File: src/rtl/astro_game_ctrl.sv
// Turn sequencer for a two-player shooting game: launches shots on fire edges,
// scores hits against the current player and hands the turn over when it is spent.
//
// state   | meaning
// QI      | idle, scores cleared, waiting for start on a tick
// QGAME_1 | player 1 turn
// QGAME_2 | player 2 turn
// QDONE   | game over, scores held until start drops on a tick
module astro_game_ctrl #(
   parameter int WIN_SCORE = 10,
   parameter int SHOTS     = 5
) (
   input  logic       clk,
   input  logic       reset,
   input  logic       tick,
   input  logic       start,
   input  logic       fire,
   input  logic       hit,
   input  logic       shot_done,
   output logic [1:0] state,
   output logic [3:0] p1_score,
   output logic [3:0] p2_score,
   output logic       shot_launch,
   output logic       shot_active,
   output logic       target_reset,
   output logic [3:0] shots_left
);

   typedef enum logic [1:0] {
      QI      = 2'b00,
      QGAME_1 = 2'b01,
      QGAME_2 = 2'b10,
      QDONE   = 2'b11
   } state_t;

   localparam logic [3:0] WIN4   = 4'(WIN_SCORE);
   localparam logic [3:0] SHOTS4 = 4'(SHOTS);

   state_t     st;
   logic       fire_prev;
   logic       in_game;
   logic [3:0] cur_score;
   logic [3:0] score_inc;
   logic       turn_over;
   logic       launch_ok;

   assign state     = st;
   assign in_game   = (st == QGAME_1) || (st == QGAME_2);
   assign cur_score = (st == QGAME_2) ? p2_score : p1_score;
   assign score_inc = (cur_score == WIN4) ? cur_score : cur_score + 4'd1;

   // Turn end waits for the shot in flight to resolve; it also blocks any launch that cycle.
   assign turn_over = in_game && !shot_active && ((shots_left == 4'd0) || (cur_score == WIN4));
   assign launch_ok = tick && fire && !fire_prev && !shot_active && (shots_left != 4'd0)
                      && in_game && !turn_over;

   always_ff @(posedge clk or posedge reset) begin
      if (reset) begin
         st           <= QI;
         p1_score     <= 4'd0;
         p2_score     <= 4'd0;
         shots_left   <= SHOTS4;
         shot_active  <= 1'b0;
         shot_launch  <= 1'b0;
         target_reset <= 1'b0;
         fire_prev    <= 1'b0;
      end else begin
         shot_launch  <= 1'b0;
         target_reset <= 1'b0;
         if (tick) begin
            fire_prev <= fire;
         end
         case (st)
            QI: begin
               p1_score <= 4'd0;
               p2_score <= 4'd0;
               if (tick && start) begin
                  st           <= QGAME_1;
                  shots_left   <= SHOTS4;
                  target_reset <= 1'b1;
               end
            end
            QGAME_1, QGAME_2: begin
               if (turn_over) begin
                  if (st == QGAME_1) begin
                     st           <= QGAME_2;
                     shots_left   <= SHOTS4;
                     target_reset <= 1'b1;
                  end else begin
                     st <= QDONE;
                  end
               end else if (shot_active) begin
                  // A coincident shot_done is swallowed by the hit.
                  if (hit) begin
                     shot_active  <= 1'b0;
                     target_reset <= 1'b1;
                     if (st == QGAME_1) begin
                        p1_score <= score_inc;
                     end else begin
                        p2_score <= score_inc;
                     end
                  end else if (shot_done) begin
                     shot_active <= 1'b0;
                  end
               end else if (launch_ok) begin
                  shot_launch <= 1'b1;
                  shot_active <= 1'b1;
                  shots_left  <= shots_left - 4'd1;
               end
            end
            QDONE: begin
               if (tick && !start) begin
                  st       <= QI;
                  p1_score <= 4'd0;
                  p2_score <= 4'd0;
               end
            end
            default: st <= QI;
         endcase
      end
   end

endmodule
File: config.mk
export PLATFORM = sky130hd
export DESIGN_NAME = astro_game_ctrl
export DESIGN_NICKNAME = d
export VERILOG_FILES = /design/src/rtl/astro_game_ctrl.sv
export SDC_FILE = /design/constraint.sdc
export NUM_CORES = 1
export LEC_CHECK = 0
export ABC_AREA = 1
export CAP_MARGIN = 20
export CORE_MARGIN = 5
export CORE_UTILIZATION = 44
export DETAILED_ROUTE_END_ITERATION = 7
export PLACE_DENSITY = 0.72
export SYNTH_ARGS = -nofsm -noshare
export SYNTH_HDL_FRONTEND = slang
export SYNTH_SLANG_ARGS = --single-unit
export TNS_END_PERCENT = 30
File: constraint.sdc
create_clock -name clk -period 1.8 [get_ports clk]
set_input_delay 0.54 -clock clk [delete_from_list [all_inputs] [get_ports clk]]
set_output_delay 0.54 -clock clk [all_outputs]
set_load 0.005 [all_outputs]
==> results.ini <==
[worst_setup_path]
start_kind=flip-flop
reg2reg_from=state[1]$_DFFE_PP0P_
crit_chain=buf_6 -> ha_4 -> inv_2 -> nand2_2 -> nand2_4 -> ha_4 -> nand3_4 -> nand2_4 -> nand2_4 -> nand2_4 -> nand3_4 -> nand2_2 -> o21ai_2
critical_path_buf_inv_count=2
regToRegEndpoint=state[0]$_DFFE_PP0P_
cp.arrival_ns=2.02
cp.required_ns=2.00
crit_path_end_kind=flip-flop
crit_path_frequent_cell=nand2_4
crit_type=reg2reg
reg2reg_depth=13
crit_family=simple AND/OR/NAND/NOR gates
slowest_delay_ns=0.42
rrSetupSlack_ns=-0.02
cp_slowest_cell=dfrtp_1
cp_max_fo=6

[clocking]
numCtsBuffers=3
clk_latency_ns=0.30
clk_path_buf_depth=2
htree_levels=1
root_buffer=clkbuf_4
cts_tree=done
clk_pin_slew_ns=0.11
cts.sinks=18

[finish]
diodes=0
fin_cells=212
drive_gt1_share_pct=30.2
nNetsFinal=199
design_area_um2=1660
area_growth_pct=42.3
utilization_pct=66.2

[routing]
vias_per_cell=4.95
wl_um=2740
dr_total_vias=1049
dr.pass1.iters=4
antenna_left=0
drc=0
routedWlPerCell_um=12.9
drt_iter0_markers=39

[synthesis]
ys_types=25
synthTopCellsByCount=nand2_1 (35), dfrtp_1 (16), inv_1 (15), o21ai_0 (12), nand3_1 (10)
yosysMostFrequentCell=nand2_1
ys_ff_latch=18
syn-cell-area_um2=1160
synthArstFlopShare_pct=100
synth.avg_cell_area_um2=8.37
ys_seq_area_share_pct=38.9
synth_ff_type=dfrtp_1
syn_nets=155
yosys.area.top_type_share_pct=34.4
ys_warn_count=0
synth_cells=139
synth.top_cells.by_area=dfrtp_1 (34%), nand2_1 (11%), ha_1 (9.7%)
yosys.area.top_type=dfrtp_1
synth_edf_count=0

[sta]
period_needed_ns=1.82
clock.fmax_mhz=550
hold_viol_final=0
slew_viol_final=0
setup_violations=2
fin_tns_setup_ns=-0.0185
setup_slack_ns=-0.0171
worst_slew_pin_slew_ns=0.314
rsz0062_at_grt=yes
fin_crit_sh_pct=101
finalClockSkew_ns=0.00815
maxSlewHeadroom_pct=79.1

[pwr]
p_leak_nw=0.829
worst_ir_drop_vdd_mv=1.54
power_density_nw_per_um2=1910

[place]
portBuffers=23
dp.cells=202
hpwl_um=2000
place.gp.congestion=0.792
pre_cts_ws_ns=-0.165
place_area_um2=1520

[die]
pin_count=24
die_w_um=61.4
die_area_um2=3770
start_util_pct=46.5
rows=18
core_um2=2500
fp.dieH_um=61.4

[global_routing]
gr-usage-all-layers_pct=16.3
grt_pass1_vias=1036
grt_start_max_net_pins=12
overflow=0
grt_pass1_wl_um=4570
grt_antenna_before_repair=0

[flow_run]
cap_viol_max_count=0

[min_path]
holdCritPathClass=in2async

[status]
violations=negative setup slack
run_status=finished with violations

[state kept, by name, indices dropped and copies added, names as in the netlist]
register,flops
state,2
fire_prev,1
shot_launch,1
p1_score,4
shots_left,4
target_reset,1
shot_active,1
p2_score,4
[stage by stage]
step	power (W)	hold slack [ns]
6_report	0.00317	0.482
5_1_grt	0.00350	0.507
4_1_cts	0.00294	0.492
3_5_place_dp	0.00270	0.492
3_3_place_gp	0.00266	0.482
2_1_floorplan	0.00204	0.462
[area by class of cell]
type	count	area, um^2
Timing Repair Buffer	40	362
Multi-Input combinational cell	101	702
Inverter	19	73.8
Sequential cell	18	454
Clock buffer	4	26.3
Tap cell	30	37.5
Fill cell	216	845
[kinds of logic (layout without fill, tap and decap cells)]
group	Yosys count	after routing	synth area share, %
simple gates	67	67	31.5
flops	18	18	38.9
fa+ha+maj	9	9	9.68
compound gates	22	22	10.5
xor+xnor	3	3	2.26
buf+inv	20	63	7.10
[power breakdown]
group,total [W],internal (W),switching [W]
logic,0.00228,0.000990,0.00129
clock network,0.000217,0.0000864,0.000130
registers,0.000676,0.000572,0.000104
[timing repair]
item	in CTS	in global routing
gates resized for setup	9	21
endpoints found under the setup margin	8	13
hold buffers	0	0
pin swaps	0	7
setup buffers	3	3
[worst max path at each step]
stage,startpoint,end,slack (ns),cells after the start
finish,state[1]$_DFFE_PP0P_,state[0]$_DFFE_PP0P_,-0.02,13
detailed placement,tick,p2_score[0]$_DFFE_PP0P_,-0.17,6
floorplan,state[0]$_DFFE_PP0P_,shots_left[3]$_DFFE_PP0P_,0.02,13
global route,state[0]$_DFFE_PP0P_,shots_left[3]$_DFFE_PP0P_,-0.18,13
CTS,state[1]$_DFFE_PP0P_,state[0]$_DFFE_PP0P_,-0.004,13
global placement,tick,p1_score[0]$_DFFE_PP0P_,-0.07,7
[worst register-to-register path: cells and delay by family (launching register included)]
kind | cells | cell delay (ns)
compound gates | 1 | 0.05
fa+ha+maj | 2 | 0.32
buf+inv | 2 | 0.21
flops | 1 | 0.42
simple gates | 8 | 0.72
[placed cells by master, fill, tap and decap left out, types with 2 or more instances in the layout]
| cell type | n |
|---|---|
| nand4_1 | 2 |
| inv_2 | 5 |
| xnor2_1 | 3 |
| o21ai_1 | 5 |
| dlymetal6s2s_1 | 3 |
| nand2_2 | 8 |
| clkdlybuf4s50_1 | 14 |
| o21ai_0 | 8 |
| buf_4 | 16 |
| o21ai_2 | 2 |
| nand2_1 | 29 |
| inv_1 | 13 |
| ha_1 | 6 |
| ha_4 | 3 |
| nand3_4 | 3 |
| nand2_4 | 5 |
| dfstp_2 | 2 |
| dfrtp_1 | 15 |
| a21oi_1 | 4 |
| nand3_1 | 10 |
| clkbuf_4 | 3 |
| nor2_1 | 5 |
| dlygate4sd2_1 | 6 |
[layer usage]
metal,vias up,part of all wire [%],track usage (%)
met2,18,51,26.4
met5,-,0,0
met3,5,4.1,3.77
met1,491,44,21.4
met4,0,1.8,5.45
li1,535,-,-
Note: power is estimated with default switching activity, not from simulation.
